--- config.mk ---
export PLATFORM = sky130hd
export DESIGN_NAME = fifo_sync_flags
export DESIGN_NICKNAME = d
export VERILOG_FILES = /design/src/rtl/fifo_sync_flags.sv
export SDC_FILE = /design/constraint.sdc
export NUM_CORES = 1
export LEC_CHECK = 0
export ABC_CLOCK_PERIOD_IN_PS = 3200
export CAP_MARGIN = 15
export CORE_MARGIN = 1
export CORE_UTILIZATION = 56
export CTS_BUF_LIST = sky130_fd_sc_hd__clkbuf_4
export DETAILED_ROUTE_END_ITERATION = 8
export MAX_ROUTING_LAYER = met4
export PLACE_DENSITY = 0.9
export SLEW_MARGIN = 25
export SYNTH_ARGS = -nofsm -noshare
export SYNTH_HDL_FRONTEND = slang
export SYNTH_SLANG_ARGS = --single-unit
--- constraint.sdc ---
create_clock -name clk -period 3.2 [get_ports clk]
set_clock_uncertainty 0.15 [all_clocks]
set_input_delay 0.64 -clock clk [delete_from_list [all_inputs] [get_ports clk]]
set_output_delay 0.64 -clock clk [all_outputs]
set_load 0.02 [all_outputs]
--- src/rtl/fifo_sync_flags.sv ---
// Single-clock FIFO with registered level, threshold flags and sticky error flags.
// FWFT selects a registered read port or a first-word-fall-through read port.
module fifo_sync_flags #(
  parameter int DATA_WIDTH    = 8,
  parameter int ADDR_WIDTH    = 4,
  parameter int AFULL_THRESH  = (2 ** ADDR_WIDTH) - 2,
  parameter int AEMPTY_THRESH = 2,
  parameter int FWFT          = 0
) (
  input  logic                  clk,
  input  logic                  rst,
  input  logic                  wr_en,
  input  logic [DATA_WIDTH-1:0] wr_data,
  output logic                  full,
  output logic                  almost_full,
  output logic                  overflow,
  input  logic                  rd_en,
  output logic [DATA_WIDTH-1:0] rd_data,
  output logic                  rd_valid,
  output logic                  empty,
  output logic                  almost_empty,
  output logic                  underflow,
  output logic [ADDR_WIDTH:0]   level,
  input  logic                  clr_err
);

  localparam int DEPTH = 2 ** ADDR_WIDTH;
  localparam logic [ADDR_WIDTH:0]   DEPTH_LVL  = (ADDR_WIDTH + 1)'(DEPTH);
  localparam logic [ADDR_WIDTH:0]   AFULL_LVL  = (ADDR_WIDTH + 1)'(AFULL_THRESH);
  localparam logic [ADDR_WIDTH:0]   AEMPTY_LVL = (ADDR_WIDTH + 1)'(AEMPTY_THRESH);
  localparam logic [ADDR_WIDTH:0]   LVL_ONE    = (ADDR_WIDTH + 1)'(1);
  localparam logic [ADDR_WIDTH-1:0] PTR_ONE    = ADDR_WIDTH'(1);

  if (!((AEMPTY_THRESH > 0) && (AEMPTY_THRESH < AFULL_THRESH) && (AFULL_THRESH <= DEPTH)))
  begin : g_thresh_check
    $error("fifo_sync_flags: thresholds must satisfy 0 < AEMPTY_THRESH < AFULL_THRESH <= DEPTH");
  end

  logic [DATA_WIDTH-1:0] mem [DEPTH];

  logic [ADDR_WIDTH-1:0] wr_ptr_q, wr_ptr_d;
  logic [ADDR_WIDTH-1:0] rd_ptr_q, rd_ptr_d;
  logic [ADDR_WIDTH:0]   level_q, level_d;
  logic                  overflow_q, overflow_d;
  logic                  underflow_q, underflow_d;
  logic [DATA_WIDTH-1:0] rd_data_q, rd_data_d;
  logic                  rd_valid_q, rd_valid_d;
  logic                  wr_accept, rd_accept;
  logic [DATA_WIDTH-1:0] head_data;

  // All status flags come straight from the registered level.
  assign full         = (level_q == DEPTH_LVL);
  assign empty        = (level_q == '0);
  assign almost_full  = (level_q >= AFULL_LVL);
  assign almost_empty = (level_q <= AEMPTY_LVL);
  assign level        = level_q;
  assign overflow     = overflow_q;
  assign underflow    = underflow_q;

  assign wr_accept = wr_en && !full;
  assign rd_accept = rd_en && !empty;
  assign head_data = mem[rd_ptr_q];

  assign rd_data  = (FWFT != 0) ? head_data : rd_data_q;
  assign rd_valid = (FWFT != 0) ? !empty : rd_valid_q;

  always_comb begin
    wr_ptr_d    = wr_ptr_q;
    rd_ptr_d    = rd_ptr_q;
    level_d     = level_q;
    rd_data_d   = rd_data_q;
    rd_valid_d  = 1'b0;
    overflow_d  = overflow_q;
    underflow_d = underflow_q;

    if (wr_accept) begin
      wr_ptr_d = wr_ptr_q + PTR_ONE;
    end
    if (rd_accept) begin
      rd_ptr_d   = rd_ptr_q + PTR_ONE;
      rd_data_d  = head_data;
      rd_valid_d = 1'b1;
    end

    case ({wr_accept, rd_accept})
      2'b10:   level_d = level_q + LVL_ONE;
      2'b01:   level_d = level_q - LVL_ONE;
      default: level_d = level_q;
    endcase

    // A new error on the same edge as clr_err takes priority over the clear.
    if (clr_err) begin
      overflow_d  = 1'b0;
      underflow_d = 1'b0;
    end
    if (wr_en && full) begin
      overflow_d = 1'b1;
    end
    if (rd_en && empty) begin
      underflow_d = 1'b1;
    end
  end

  always_ff @(posedge clk or posedge rst) begin
    if (rst) begin
      wr_ptr_q    <= '0;
      rd_ptr_q    <= '0;
      level_q     <= '0;
      rd_data_q   <= '0;
      rd_valid_q  <= 1'b0;
      overflow_q  <= 1'b0;
      underflow_q <= 1'b0;
    end else begin
      wr_ptr_q    <= wr_ptr_d;
      rd_ptr_q    <= rd_ptr_d;
      level_q     <= level_d;
      rd_data_q   <= rd_data_d;
      rd_valid_q  <= rd_valid_d;
      overflow_q  <= overflow_d;
      underflow_q <= underflow_d;
    end
  end

  // Storage is left unreset; the pointers alone define what is valid.
  always_ff @(posedge clk) begin
    if (wr_accept) begin
      mem[wr_ptr_q] <= wr_data;
    end
  end

endmodule

==> results.py <==
metrics = {
    "run_status": {
        "outcome": "finished clean",
    },
    "detailed_routing": {
        "routed_wl_um": 11200,
        "vias": 3143,
        "ant_nets": 0,
        "drc": 0,
        "drtIter0Drc": 221,
        "wl_per_cell_um": 21.1,
        "vias_per_cell": 5.90,
        "dr.pass1.iters": 5,
    },
    "global_route": {
        "grt_overflow_total": 0,
        "grt_usage": 0.230,
        "grt_max_degree": 22,
        "grt_pass1_wl_um": 18100,
        "grt_pass1_vias": 3339,
        "antenna_found_initial": 0,
    },
    "pwr": {
        "powerDensity_nw_per_um2": 815,
        "ir_worst_vdd_uv": 511,
        "p_leak_nw": 2.45,
        "finalPower_mw": 5.69,
    },
    "yosys": {
        "synth-compound-area-share": 0.0330,
        "avgSynthCellArea_um2": 18.8,
        "postSynthCellCount": 326,
        "synth_enable_flop_cells": 128,
        "synth.area.top_cells": "edfxtp_1, mux4_2, dfrtp_1",
        "async_flop_share": 0.158,
        "synth_flop_cell": "edfxtp_1",
        "yosysTopAreaCell": "edfxtp_1",
        "ys_types": 39,
        "synth_warnings": 0,
        "synthXorXnorAreaFrac": 0.0143,
        "synth_top_area_share": 0.626,
        "synth.area.mux_share": 0.145,
        "seq_area_frac_synth": 0.724,
        "syn-num-nets": 348,
        "synth_fa_ha_area_frac": 0.0184,
        "yosys.area_share.simple": 0.0420,
        "synth-seq-cells": 152,
        "synth_top_family_by_area": "multiplexers",
        "synth_area_um2": 6140,
    },
    "sta": {
        "setup_violations": 0,
        "hold_ws_ps": 369,
        "period_share": 0.939,
        "clock.fmax_ghz": 0.333,
        "period_minus_slack_ps": 3000,
        "drv_slew": 0,
        "totalNegativeSetupSlack_ps": 0,
        "rsz0062_at_grt": "no",
        "setup_ws_ps": 196,
        "tightestPinTransition_ps": 755,
        "hold_viol_final": 0,
        "slew_headroom": 0.496,
    },
    "cells_and_area": {
        "final_common_cell": "edfxtp_1",
        "syn2layout_area_growth_pct": 13.9,
        "diodes": 0,
        "mostFrequentLayoutCells": "edfxtp_1, mux4_2, clkdlybuf4s50_1",
        "layout.nets": 406,
        "layout-drive-gt1-share": 0.242,
        "final_util": 0.668,
    },
    "worst_setup_path": {
        "crit_path_start_kind": "register",
        "timing.rr.end": "level[4]",
        "worstReg2RegStart": "level[0]",
        "r2r_slack_ps": 220,
        "critPathTopFamily": "buffers and inverters",
        "cp_slowest_cell": "clkdlybuf4s50_1",
        "crit_fanout": 10,
        "max_stage_delay_ps": 690,
        "worstSetupPathType": "register to primary output",
        "r2r_cells": 10,
        "cp_data_required_time_ps": 2410,
        "crit_buf_inv": 2,
        "crit_path_end_kind": "primary output",
        "crit_chain": "buf_4 > a2111oi_0 > clkdlybuf4s50_1",
        "crit_arrival_ps": 2210,
    },
    "clock_tree": {
        "postCtsSetupBuffers": 0,
        "cts_buffer_depth": 2,
        "cts_tree": "yes",
        "clk_latency_ps": 530,
        "postCtsHoldBufs": 0,
        "path_clk_slew_ps": 120,
        "numCtsBuffers": 17,
        "cts_resized": 1,
        "ctsHtreeMaxLevel": 4,
        "cts_root_buf": "clkbuf_4",
        "cts.sinks": 152,
    },
    "die": {
        "die_y_um": 107,
        "core_um2": 10500,
        "initial_core_util": 0.586,
        "ioPinCount": 33,
        "die_w_um": 107,
        "dieArea_um2": 11400,
        "rows": 37,
    },
    "worst_hold_path": {
        "min_path_type": "register to register",
        "hold_path_end": "rd_ptr_q[3]",
        "worstHoldStart": "rd_ptr_q[3]",
        "holdPathStages": 1,
    },
    "place": {
        "gp_congestion": 0.771,
        "pre_cts_slack_ps": 234,
        "dp_hpwl_um": 7590,
        "port_buffers": 32,
    },
    "run": {
        "drv_cap": 0,
    },
}
## layout make-up
class / instances / area [µm²]
fillers: 717 / 3470
multi-input cells: 147 / 1550
clock buffers: 18 / 135
well taps: 136 / 170
clock inverters: 14 / 126
repair buffers: 58 / 529
inverters: 8 / 30.0
flip-flops and latches: 152 / 4450
## how the worst max path moves through the flow
stage | end | slack, ps | cells past startpoint | start
finish | almost_empty | 200 | 3 | level[2]
global route | level[4] | 20 | 10 | level[0]
CTS | empty | 70 | 3 | level[0]
detailed placement | level[4] | 230 | 10 | level[0]
global placement | level[4] | 320 | 10 | level[0]
floorplan | level[4] | 150 | 13 | level[1]
## worst reg2reg max path: stages (launching register included)
cell and delay, ps:
dfrtp_1 480, or3_4 430, o31ai_4 470, inv_2 80, ha_1 250, buf_4 170, ha_1 320, o211a_1 130
o31ai_1 200, a31oi_1 80, xnor2_1 130
## flip-flops by register name, summed over array words and instances, names as in the netlist
signal,count
level,5
mem,128
overflow,1
rd_data,8
rd_ptr_q,4
rd_valid,1
underflow,1
wr_ptr_q,4
## cells by family (layout without fill, tap and decap cells)
family	Yosys count	after routing
AND/OR/NAND/NOR	54	54
buffers and inverters	27	98
multiplexers	49	49
XOR/XNOR	10	10
flip-flops	152	152
adder cells (fa/ha/maj)	9	9
AO/OA/AOI/OAI	25	25
## report_power, final
group          switching, mW  internal (mW)  total [mW]
logic                  0.971          0.956        1.93
clock network          0.672          0.396        1.07
registers              0.250           2.45        2.70
total                   1.89           3.80        5.69
## synth_stat cells, types with 4 or more instances
master    number
ha_1           9
mux4_2        32
mux2i_1       16
nor3_1         6
nand2_1       21
xnor2_1        7
buf_2          9
nor2_1        15
inv_1          7
o221ai_1       8
dfrtp_1       24
edfxtp_1     128
clkbuf_1       4
o21ai_0        4
nand2b_1       4
## routing by layer
metal / routed length [µm] / share of wire / GRT usage
met2: 5940 / 0.53 / 0.371
met4: 234 / 0.021 / 0.0920
met5: 0 / 0 / -
met1: 4200 / 0.37 / 0.288
met3: 872 / 0.078 / 0.0480
## metrics by stage
step | cells | instance area [µm²]
after floorplan | 326 | 6140
after global placement | 501 | 6730
after detailed placement | 501 | 6730
after CTS | 533 | 6990
after global routing | 533 | 6990
final | 533 | 6990
No activity file was read; power rests on OpenSTA's default activity.
